[config.mk]
export PLATFORM = sky130hd
export DESIGN_NAME = ex_sorter_serializer
export DESIGN_NICKNAME = d
export VERILOG_FILES = /design/src/rtl/ex_sorter_serializer.sv
export SDC_FILE = /design/constraint.sdc
export NUM_CORES = 1
export LEC_CHECK = 0
export BUFFER_PORTS_ARGS = -buffer_cell sky130_fd_sc_hd__buf_2
export CORE_MARGIN = 1
export CORE_UTILIZATION = 35
export DETAILED_ROUTE_END_ITERATION = 10
export PLACE_DENSITY = 0.55
export RECOVER_POWER = 25
export SYNTH_ARGS = -nofsm -noshare
export SYNTH_HDL_FRONTEND = slang
export SYNTH_SLANG_ARGS = --single-unit
[constraint.sdc]
create_clock -name clk -period 3.75 [get_ports clk]
set_input_delay 0.9375 -clock clk [delete_from_list [all_inputs] [get_ports clk]]
set_output_delay 0.9375 -clock clk [all_outputs]
set_load 0.005 [all_outputs]
[src/rtl/ex_sorter_serializer.sv]
// ex_sorter_serializer
// Captures sorted 4-tuples from a non-stallable val-only parallel interface
// into a two-entry quad buffer. It then streams the elements out one per cycle,
// lowest index first, on a val/rdy interface.
// A quad that arrives while both entries are occupied is dropped, and the
// sticky overflow flag is raised.
// Optional build macro: EX_SORTER_SERIALIZER_ORDER_CHECK_EN
//   When defined, each accepted quad is checked for in0<=in1<=in2<=in3
//   (unsigned). A violation raises the sticky order_err flag.
//   When undefined, no comparators are built and order_err is tied low.

module ex_sorter_serializer #(
    parameter int p_nbits = 1
) (
    input  logic               clk,
    input  logic               reset,      // synchronous, active-low
    input  logic               in_val,
    output logic               in_rdy,
    input  logic [p_nbits-1:0] in0,
    input  logic [p_nbits-1:0] in1,
    input  logic [p_nbits-1:0] in2,
    input  logic [p_nbits-1:0] in3,
    output logic               out_val,
    input  logic               out_rdy,
    output logic [p_nbits-1:0] out_msg,
    output logic               out_last,
    output logic               overflow,
    output logic               order_err
);

    typedef logic [3:0][p_nbits-1:0] quad_t;

    // Quad storage and control state
    quad_t [1:0] qbuf_q, qbuf_d;
    logic        wr_ptr_q, wr_ptr_d;
    logic        rd_ptr_q, rd_ptr_d;
    logic [1:0]  count_q,  count_d;
    logic [1:0]  idx_q,    idx_d;
    logic        overflow_q, overflow_d;

    logic  accept;
    logic  pop;
    logic  retire;
    logic  drop;
    quad_t in_quad;

    assign in_quad = {in3, in2, in1, in0};

    // Output decode comes from registered state only. It has no combinational
    // path from out_rdy.
    assign in_rdy   = (count_q != 2'd2);
    assign out_val  = (count_q != 2'd0);
    assign out_msg  = qbuf_q[rd_ptr_q][idx_q];
    assign out_last = out_val && (idx_q == 2'd3);
    assign overflow = overflow_q;

    assign accept = in_val && in_rdy;
    assign drop   = in_val && !in_rdy;
    assign pop    = out_val && out_rdy;
    assign retire = pop && (idx_q == 2'd3);

    // Next-state: buffer write, pointer/index advance, occupancy, overflow
    always_comb begin
        // NOTE: every signal gets a default first so that no path leaves it
        // unassigned. An unassigned path would infer a latch.
        qbuf_d     = qbuf_q;
        wr_ptr_d   = wr_ptr_q;
        rd_ptr_d   = rd_ptr_q;
        count_d    = count_q;
        idx_d      = idx_q;
        overflow_d = overflow_q;

        if (accept) begin
            qbuf_d[wr_ptr_q] = in_quad;
            wr_ptr_d         = ~wr_ptr_q;
        end

        if (pop) begin
            idx_d = idx_q + 2'd1;       // wraps 3 -> 0 naturally
            if (retire) begin
                rd_ptr_d = ~rd_ptr_q;
            end
        end

        // A full buffer deasserts in_rdy. So accept and retire in the same cycle
        // only happen at count==1, and the count stays put.
        if (accept && !retire) begin
            count_d = count_q + 2'd1;
        end else if (retire && !accept) begin
            count_d = count_q - 2'd1;
        end

        if (drop) begin
            overflow_d = 1'b1;
        end
    end

    // Control state register with synchronous active-low reset
    always_ff @(posedge clk) begin
        // NOTE: sequential state uses non-blocking assignments. All flops then
        // see pre-edge values, whatever the order of the statements.
        if (!reset) begin
            wr_ptr_q   <= 1'b0;
            rd_ptr_q   <= 1'b0;
            count_q    <= 2'd0;
            idx_q      <= 2'd0;
            overflow_q <= 1'b0;
        end else begin
            wr_ptr_q   <= wr_ptr_d;
            rd_ptr_q   <= rd_ptr_d;
            count_q    <= count_d;
            idx_q      <= idx_d;
            overflow_q <= overflow_d;
        end
    end

    // Quad storage register
    always_ff @(posedge clk) begin
        // NOTE: the data array is not reset. count==0 already masks stale
        // contents, and leaving reset off keeps the storage a plain memory.
        qbuf_q <= qbuf_d;
    end

`ifdef EX_SORTER_SERIALIZER_ORDER_CHECK_EN
    logic order_ok;
    logic order_err_q, order_err_d;

    // Unsigned monotonic check across the incoming quad
    always_comb begin
        order_ok    = (in0 <= in1) && (in1 <= in2) && (in2 <= in3);
        order_err_d = order_err_q;
        if (accept && !order_ok) begin
            order_err_d = 1'b1;
        end
    end

    // Sticky ordering-violation flag, cleared only by reset
    always_ff @(posedge clk) begin
        if (!reset) begin
            order_err_q <= 1'b0;
        end else begin
            order_err_q <= order_err_d;
        end
    end

    assign order_err = order_err_q;
`else
    assign order_err = 1'b0;
`endif

`ifndef SYNTHESIS
    // Handshake controls must be known whenever the block is out of reset
    a_ctrl_known : assert property (@(posedge clk) disable iff (!reset)
        !$isunknown({in_val, out_rdy, out_val, in_rdy}));
`endif

endmodule

==> results of run 1 <==
-- power groups by stage --
stage	combinational, mW	sequential [mW]	clock (mW)
final	0.0557	0.201	0.0905
after global routing	0.0628	0.204	0.102
after CTS	0.0566	0.201	0.0942
after detailed placement	0.0559	0.205	0
after global placement	0.0559	0.205	0
after floorplan	0.0404	0.201	0
-- worst max-delay path: stages (launching register included) --
cell and delay, ns:
dfxtp_1 0.40, mux4_1 0.55, mux2_2 0.27, buf_2 0.12
-- through the flow --
| step | setup WS, ns | power [mW] |
|---|---|---|
| final | 1.195 | 0.3471 |
| after global routing | 1.137 | 0.3685 |
| after CTS | 1.176 | 0.3521 |
| after detailed placement | 1.494 | 0.2610 |
| after global placement | 1.524 | 0.2608 |
| after floorplan | 1.641 | 0.2418 |
-- cell usage in the layout, fill, tap and decap left out, drive strengths merged --
master	instances
and2	4
o211ai	1
clkbuf	3
edfxtp	8
ha	2
nor2	1
buf	12
mux2	1
inv	2
xnor2	3
a21oi	1
clkinv	1
or2	1
o21ai	2
nor3	1
a21boi	2
o21a	1
mux2i	1
nor2b	3
and3	1
mux4	2
dfxtp	7
conb	1
xor2	1
or3	1
-- synthesized netlist by cell type --
master | n | share of area [%]
xor2_1 | 1 | 1.3
xnor2_1 | 3 | 4.0
or3_1 | 1 | 0.96
a21oi_1 | 1 | 0.77
nor2_1 | 1 | 0.58
conb_1 | 1 | 0.58
a21boi_0 | 2 | 2.3
and2_1 | 4 | 3.9
or2_2 | 1 | 0.96
edfxtp_1 | 8 | 37
and3_1 | 1 | 0.96
inv_1 | 2 | 1.2
o21ai_0 | 2 | 1.5
buf_4 | 1 | 1.2
o211ai_1 | 1 | 1.2
o21a_1 | 1 | 1.2
dfxtp_1 | 7 | 22
mux2i_1 | 1 | 1.5
mux2_2 | 1 | 1.7
mux4_1 | 2 | 8.1
nor3_1 | 1 | 0.77
ha_1 | 2 | 3.9
nor2b_1 | 3 | 2.9
-- how the worst max path moves through the flow --
stage | slack, ns | cells after the start | start | to
finish | 1.20 | 3 | rd_ptr_q | out_msg
global route | 1.14 | 3 | rd_ptr_q | out_msg
CTS | 1.18 | 3 | rd_ptr_q | out_msg
detailed placement | 1.49 | 3 | rd_ptr_q | out_msg
global placement | 1.52 | 3 | rd_ptr_q | out_msg
floorplan | 1.64 | 2 | rd_ptr_q | out_msg
-- registers in the layout, indices dropped and copies added, names as in the netlist --
name / cells
overflow: 1
count_q: 2
idx_q: 2
wr_ptr_q: 1
rd_ptr_q: 1
qbuf_q: 8
-- layout make-up --
class | count | area share, %
clock buffers | 3 | 2.961
multi-input cells | 30 | 33.39
well taps | 25 | 4.112
inverters | 2 | 0.9868
clock inverters | 1 | 0.6579
flip-flops and latches | 15 | 50.00
repair buffers | 12 | 7.895
-- kinds of logic after synthesis --
family                   share of synthesized area (%)
XOR/XNOR                                         5.396
AO/OA/AOI/OAI                                    6.936
buffers and inverters                            2.313
adder cells (fa/ha/maj)                          3.853
AND/OR/NAND/NOR                                  10.98
multiplexers                                     11.37
other                                           0.5775
flip-flops                                       58.57
-- metal layers --
metal	share of wire (%)	up-vias	routed length, µm
li1	-	200	-
met1	51	174	478
met2	44	8	412
met3	4.7	0	44
met4	0	0	0
met5	0	-	0
==> flow_metrics.tcl, run 1 <==
set metrics [dict create \
    hold_path.class "register to register" \
    dieArea_um2 2032 \
    nets 74 \
    reg2reg_depth 5 \
    rows 15 \
    ys_seq_elements 15 \
    drv_slew 0 \
    max-slew-margin-rel_pct 58.34 \
    r2r-end "count_q[1]" \
    cts_buffer_depth 2 \
    switchingPower_mw 0.08639 \
    drive_above_1_share_pct 28.57 \
    p_per_area_nw_per_um2 456.3 \
    rsz0062_at_grt "no" \
    cts_tree "done" \
    p_seq_share_pct 57.9 \
    synth_cell_types 23 \
    cts_resized 0 \
    drt-initial-drc-count 5 \
    overflow 0 \
    grt_pass1_wl_um 1566 \
    rr_startpoint "count_q[1]" \
    cts_setup_buffers 0 \
    htreeDepth 1 \
    die_w_um 45.08 \
    holdPathEnd "overflow" \
    yosys_warnings 0 \
    instances_no_fill 88 \
    n_fill_cell 166 \
    fin_crit_ns 2.555 \
    worst_hold_slack_ns 0.5027 \
    max-vdd-ir-drop_uv 372.5 \
    grt_use_met3_pct 6.000 \
    drt_first_pass_iters 2 \
    ys_seq_area_share_pct 58.57 \
    p_leak_nw 0.3084 \
    drtAntennaViolNets 0 \
    syn-cell-area_um2 649.4 \
    p_int_mw 0.2608 \
    max_freq_mhz 391.4 \
    dp_cells 84 \
    avgViaCountPerCell 4.341 \
    coreArea_um2 1727 \
    power_frac_clock_pct 26.1 \
    use_met2_pct 15.36 \
    worst_setup_path_start_kind "register" \
    ios 14 \
    comb_power_share_pct 16.0 \
    port_buffers 12 \
    hold_depth 2 \
    drcViolationCount 0 \
    switching_share_pct 24.89 \
    seqCellArea_um2 380.4 \
    fin_crit_sh_pct 68.12 \
    cts.sinks 15 \
    hold_path_startpoint "overflow" \
    fin_area_um2 760.7 \
    grtUsageTotal_pct 11.31 \
    cts_made_buffers 3 \
    finalWeightedCongestion 0.6451 \
    wl_per_cell_um 10.61 \
    final_util_pct 44.06 \
    drv_cap 0 \
    hold_viol 0 \
    vias 382 \
    syn_area_per_cell_um2 13.53 \
    grt_busiest_layer "met1" \
    outcome "finished, final reports clean" \
    initial_utilization_pct 37.61 \
    arrival_ns 1.62 \
    die_height_um 45.08 \
    multi_input_area_um2 254.0 \
    drt-total-wl_um 934 \
    grt_pass1_vias 346 \
    r2r_slack_ns 2.09 \
    dpl.hpwl_um 737.9 \
    root_buffer "clkbuf_4" \
    cp-end-kind "primary output" \
    clk_latency_ns 0.28 \
    areaGrowthSynthToFinish_pct 17.15 \
    grt_util_met1_pct 16.15 \
    tightestPinTransition_ns 0.6202 \
    post_dp_cell_area_um2 733.2 \
    finalSetupViolCount 0 \
    crit_fanout 3 \
    path_class "register to primary output" \
    setup-tns-final_ns 0 \
    path_clk_slew_ns 0.09 \
    fin_skew_ns 0.003870 \
    worstPathRequired_ns 2.81 \
    antenna_found_initial 0 \
    synth_nets 58 \
    grt_max_degree 10 \
    n_antenna_cell 0 \
    synth_cells 48 \
    hold_buffers 0 \
]
Note: power is estimated with default switching activity, not from simulation.
==> inputs of run 2 (changes only) <==
--- a/config.mk
+++ b/config.mk
@@ -5,6 +5,7 @@
 export SDC_FILE = /design/constraint.sdc
 export NUM_CORES = 1
 export LEC_CHECK = 0
+export ABC_AREA = 1
 export BUFFER_PORTS_ARGS = -buffer_cell sky130_fd_sc_hd__buf_2
 export CORE_MARGIN = 1
 export CORE_UTILIZATION = 35
==> constraint.sdc (replaced) <==
create_clock -name clk -period 2.55 [get_ports clk]
set_input_delay 0.6375 -clock clk [delete_from_list [all_inputs] [get_ports clk]]
set_output_delay 0.6375 -clock clk [all_outputs]
set_load 0.005 [all_outputs]
==> run 2 against run 1 <==
  * Synthesized cell count is 85% higher
  * Clock power grew 46%
  * Sequential power grew 44%
  * Utilization is 1.2 points lower
  * Largest power group unchanged
  * Highest routed layer unchanged
==> flow_metrics.tcl, run 2 <==
set metrics [dict create \
    crit_cells 7 \
    yosys_warnings 0 \
    cts_tree "done" \
    coreArea_um2 1962 \
    synth_cells 89 \
    worst_slack_ns 0.6868 \
    setup-tns-final_ns 0 \
    rsz0062_at_grt "no" \
    outcome "finished, final reports clean" \
    reg.largest.list "qbuf_q x8, count_q x2, idx_q x2" \
    largest_reg_flops 8 \
    instances_no_fill 131 \
    reg2reg_depth 8 \
    max-vdd-ir-drop_uv 290.4 \
    final_common_cell "nand2_1" \
    cp-end-kind "primary output" \
    synthFlopType "edfxtp_1" \
    die_w_um 47.62 \
    cts.sinks 15 \
    cts_made_buffers 3 \
    drt_first_pass_iters 4 \
    grt_pass1_wl_um 1814 \
    p_int_mw 0.3723 \
    max_freq_mhz 536.7 \
    pre_cts_ws_ns 0.9177 \
    drcViolationCount 0 \
    areaGrowthSynthToFinish_pct 15.46 \
    synth_cell_types 21 \
    root_buffer "clkbuf_4" \
    n_antenna_cell 0 \
    synth_enable_flop_cells 8 \
    yosys.area.top_type "edfxtp_1" \
    fin_crit_ns 1.863 \
    power_frac_clock_pct 25.8 \
    dieArea_um2 2267 \
    final_cell_mix "nand2_1 (19), inv_1 (16), buf_2 (12)" \
    slowest_stage "dfxtp_1" \
    hold_path.class "register to register" \
    worst_setup_path_start_kind "register" \
    clk_latency_ns 0.28 \
    wl_per_cell_um 9.092 \
    finalPower_mw 0.5119 \
    crit_chain "inv_2 > nand2_1 > nand3_1 > nand2_1 > nand2_1 > nand2_1 > buf_2" \
    path_class "register to primary output" \
    drtAntennaViolNets 0 \
    r2r_slack_ns 1.10 \
    top_register "qbuf_q" \
    overflow 0 \
    htreeDepth 1 \
    drv_slew 0 \
    endpoint "out_msg" \
    cts_resized 0 \
    syn-cell-area_um2 728.2 \
    vias 549 \
    p_seq_share_pct 56.5 \
    avgViaCountPerCell 4.191 \
    dpl.hpwl_um 951.2 \
    drt-initial-drc-count 4 \
    switching_share_pct 27.27 \
    p_per_area_nw_per_um2 608.8 \
    ys_seq_elements 15 \
    crit_fanout 6 \
    r2r-end "count_q[1]" \
    switchingPower_mw 0.1396 \
    ys_top_cells_by_area "edfxtp_1 (33%), dfxtp_1 (19%), nand2_1 (9.8%), inv_1 (8.2%), nor2_1 (4.6%)" \
    cts_setup_buffers 0 \
    die_height_um 47.62 \
    final_util_pct 42.86 \
    finalSetupViolCount 0 \
    cp_common_cell "nand2_1" \
    hold_depth 2 \
    grt_pass1_vias 434 \
    arrival_ns 1.23 \
    nets 115 \
    synth_nets 99 \
    initial_utilization_pct 37.12 \
    critPathTopFamily "flip-flops" \
    grt_max_degree 9 \
    rows 16 \
    syn_area_per_cell_um2 8.182 \
    hold_viol 0 \
    path_clk_slew_ns 0.09 \
    yosysTopAreaCellShare_pct 32.99 \
    drt-total-wl_um 1191 \
    finalWeightedCongestion 0.6758 \
    antenna_found_initial 0 \
    dp_cells 127 \
    drive_above_1_share_pct 24.04 \
    worstPathRequired_ns 1.91 \
    ys_seq_area_share_pct 52.23 \
    comb_power_share_pct 17.7 \
    synth_common_cells "nand2_1 (19), inv_1 (16), nor2_1 (9)" \
    cp.buffers_inverters 2 \
    drv_cap 0 \
    cpPeakStageDelay_ns 0.46 \
    startpoint "rd_ptr_q" \
    hold_buffers 0 \
    synthArstFlopShare_pct 0 \
    port_buffers 12 \
    p_leak_nw 0.4067 \
    grtUsageTotal_pct 12.14 \
    yosysMostFrequentCell "nand2_1" \
    fin_crit_sh_pct 73.06 \
    cts_buffer_depth 2 \
    rr_startpoint "idx_q[0]" \
    fin_skew_ns 0.004138 \
    ios 14 \
]
[run 2: cell count changes after synthesis, sizes merged, moves of 3 or more]
cell / before / now
nand2: 0 / 23
inv: 2 / 19
nor2: 1 / 10
nand3: 0 / 7
and2: 4 / 0
nor2b: 3 / 0
xnor2: 3 / 0
[run 2: through the flow]
stage          instance area (µm²)  hold WS, ns
5_1_grt                      840.8       0.5051
4_1_cts                      840.8       0.4678
3_5_place_dp                 814.5       0.4531
2_1_floorplan                728.2       0.4446
3_3_place_gp                 814.5       0.4339
6_report                     840.8       0.4599
[run 2: kinds of logic (layout without fill, tap and decap cells)]
logic type	Yosys count	after routing	share of synthesized area, %
AOI/OAI and AO/OA	7	7	5.154
buffers and inverters	22	37	12.03
adders and majority gates	2	2	3.436
and+or+nand+nor	42	42	26.63
DFF	15	15	52.23
other	1	1	0.5150
[run 2: worst register-to-register path, cell delays in order (launching register included)]
cell,delay [ns]
dfxtp_1,0.41
ha_1,0.25
nand3_2,0.10
ha_1,0.27
inv_1,0.10
nand3_1,0.09
nand2_1,0.06
inv_1,0.03
nor2_1,0.08
[run 2: worst min path at each step]
| stage | start | endpoint | slack [ns] |
|---|---|---|---|
| finish | overflow | overflow | 0.46 |
| global route | overflow | overflow | 0.51 |
| CTS | overflow | overflow | 0.47 |
| detailed placement | overflow | overflow | 0.45 |
| global placement | overflow | overflow | 0.43 |
| floorplan | overflow | overflow | 0.44 |
[run 2: layout make-up]
class                   instances  area (µm²)
fillers                       212        1121
repair buffers                 12       60.06
clock buffers                   4       26.28
multi-input cells              52       260.3
well taps                      27       33.78
inverters                      21       80.08
flip-flops and latches         15       380.4
[run 2: power groups by stage]
| stage | sequential, mW | clock (mW) | combinational (mW) |
|---|---|---|---|
| CTS | 0.290 | 0.138 | 0.0921 |
| finish | 0.289 | 0.132 | 0.0906 |
| detailed placement | 0.295 | 0 | 0.0918 |
| global route | 0.292 | 0.150 | 0.106 |
| floorplan | 0.292 | 0 | 0.0653 |
| global placement | 0.295 | 0 | 0.0891 |
[run 2: routing by layer]
| metal | global-route usage [%] | up-vias | part of all wire, % |
|---|---|---|---|
| li1 | - | 305 | - |
| met4 | 6.667 | 0 | 0 |
| met3 | 5.660 | 0 | 3.4 |
| met2 | 15.89 | 8 | 45 |
| met5 | 0 | - | 0 |
| met1 | 16.39 | 236 | 52 |
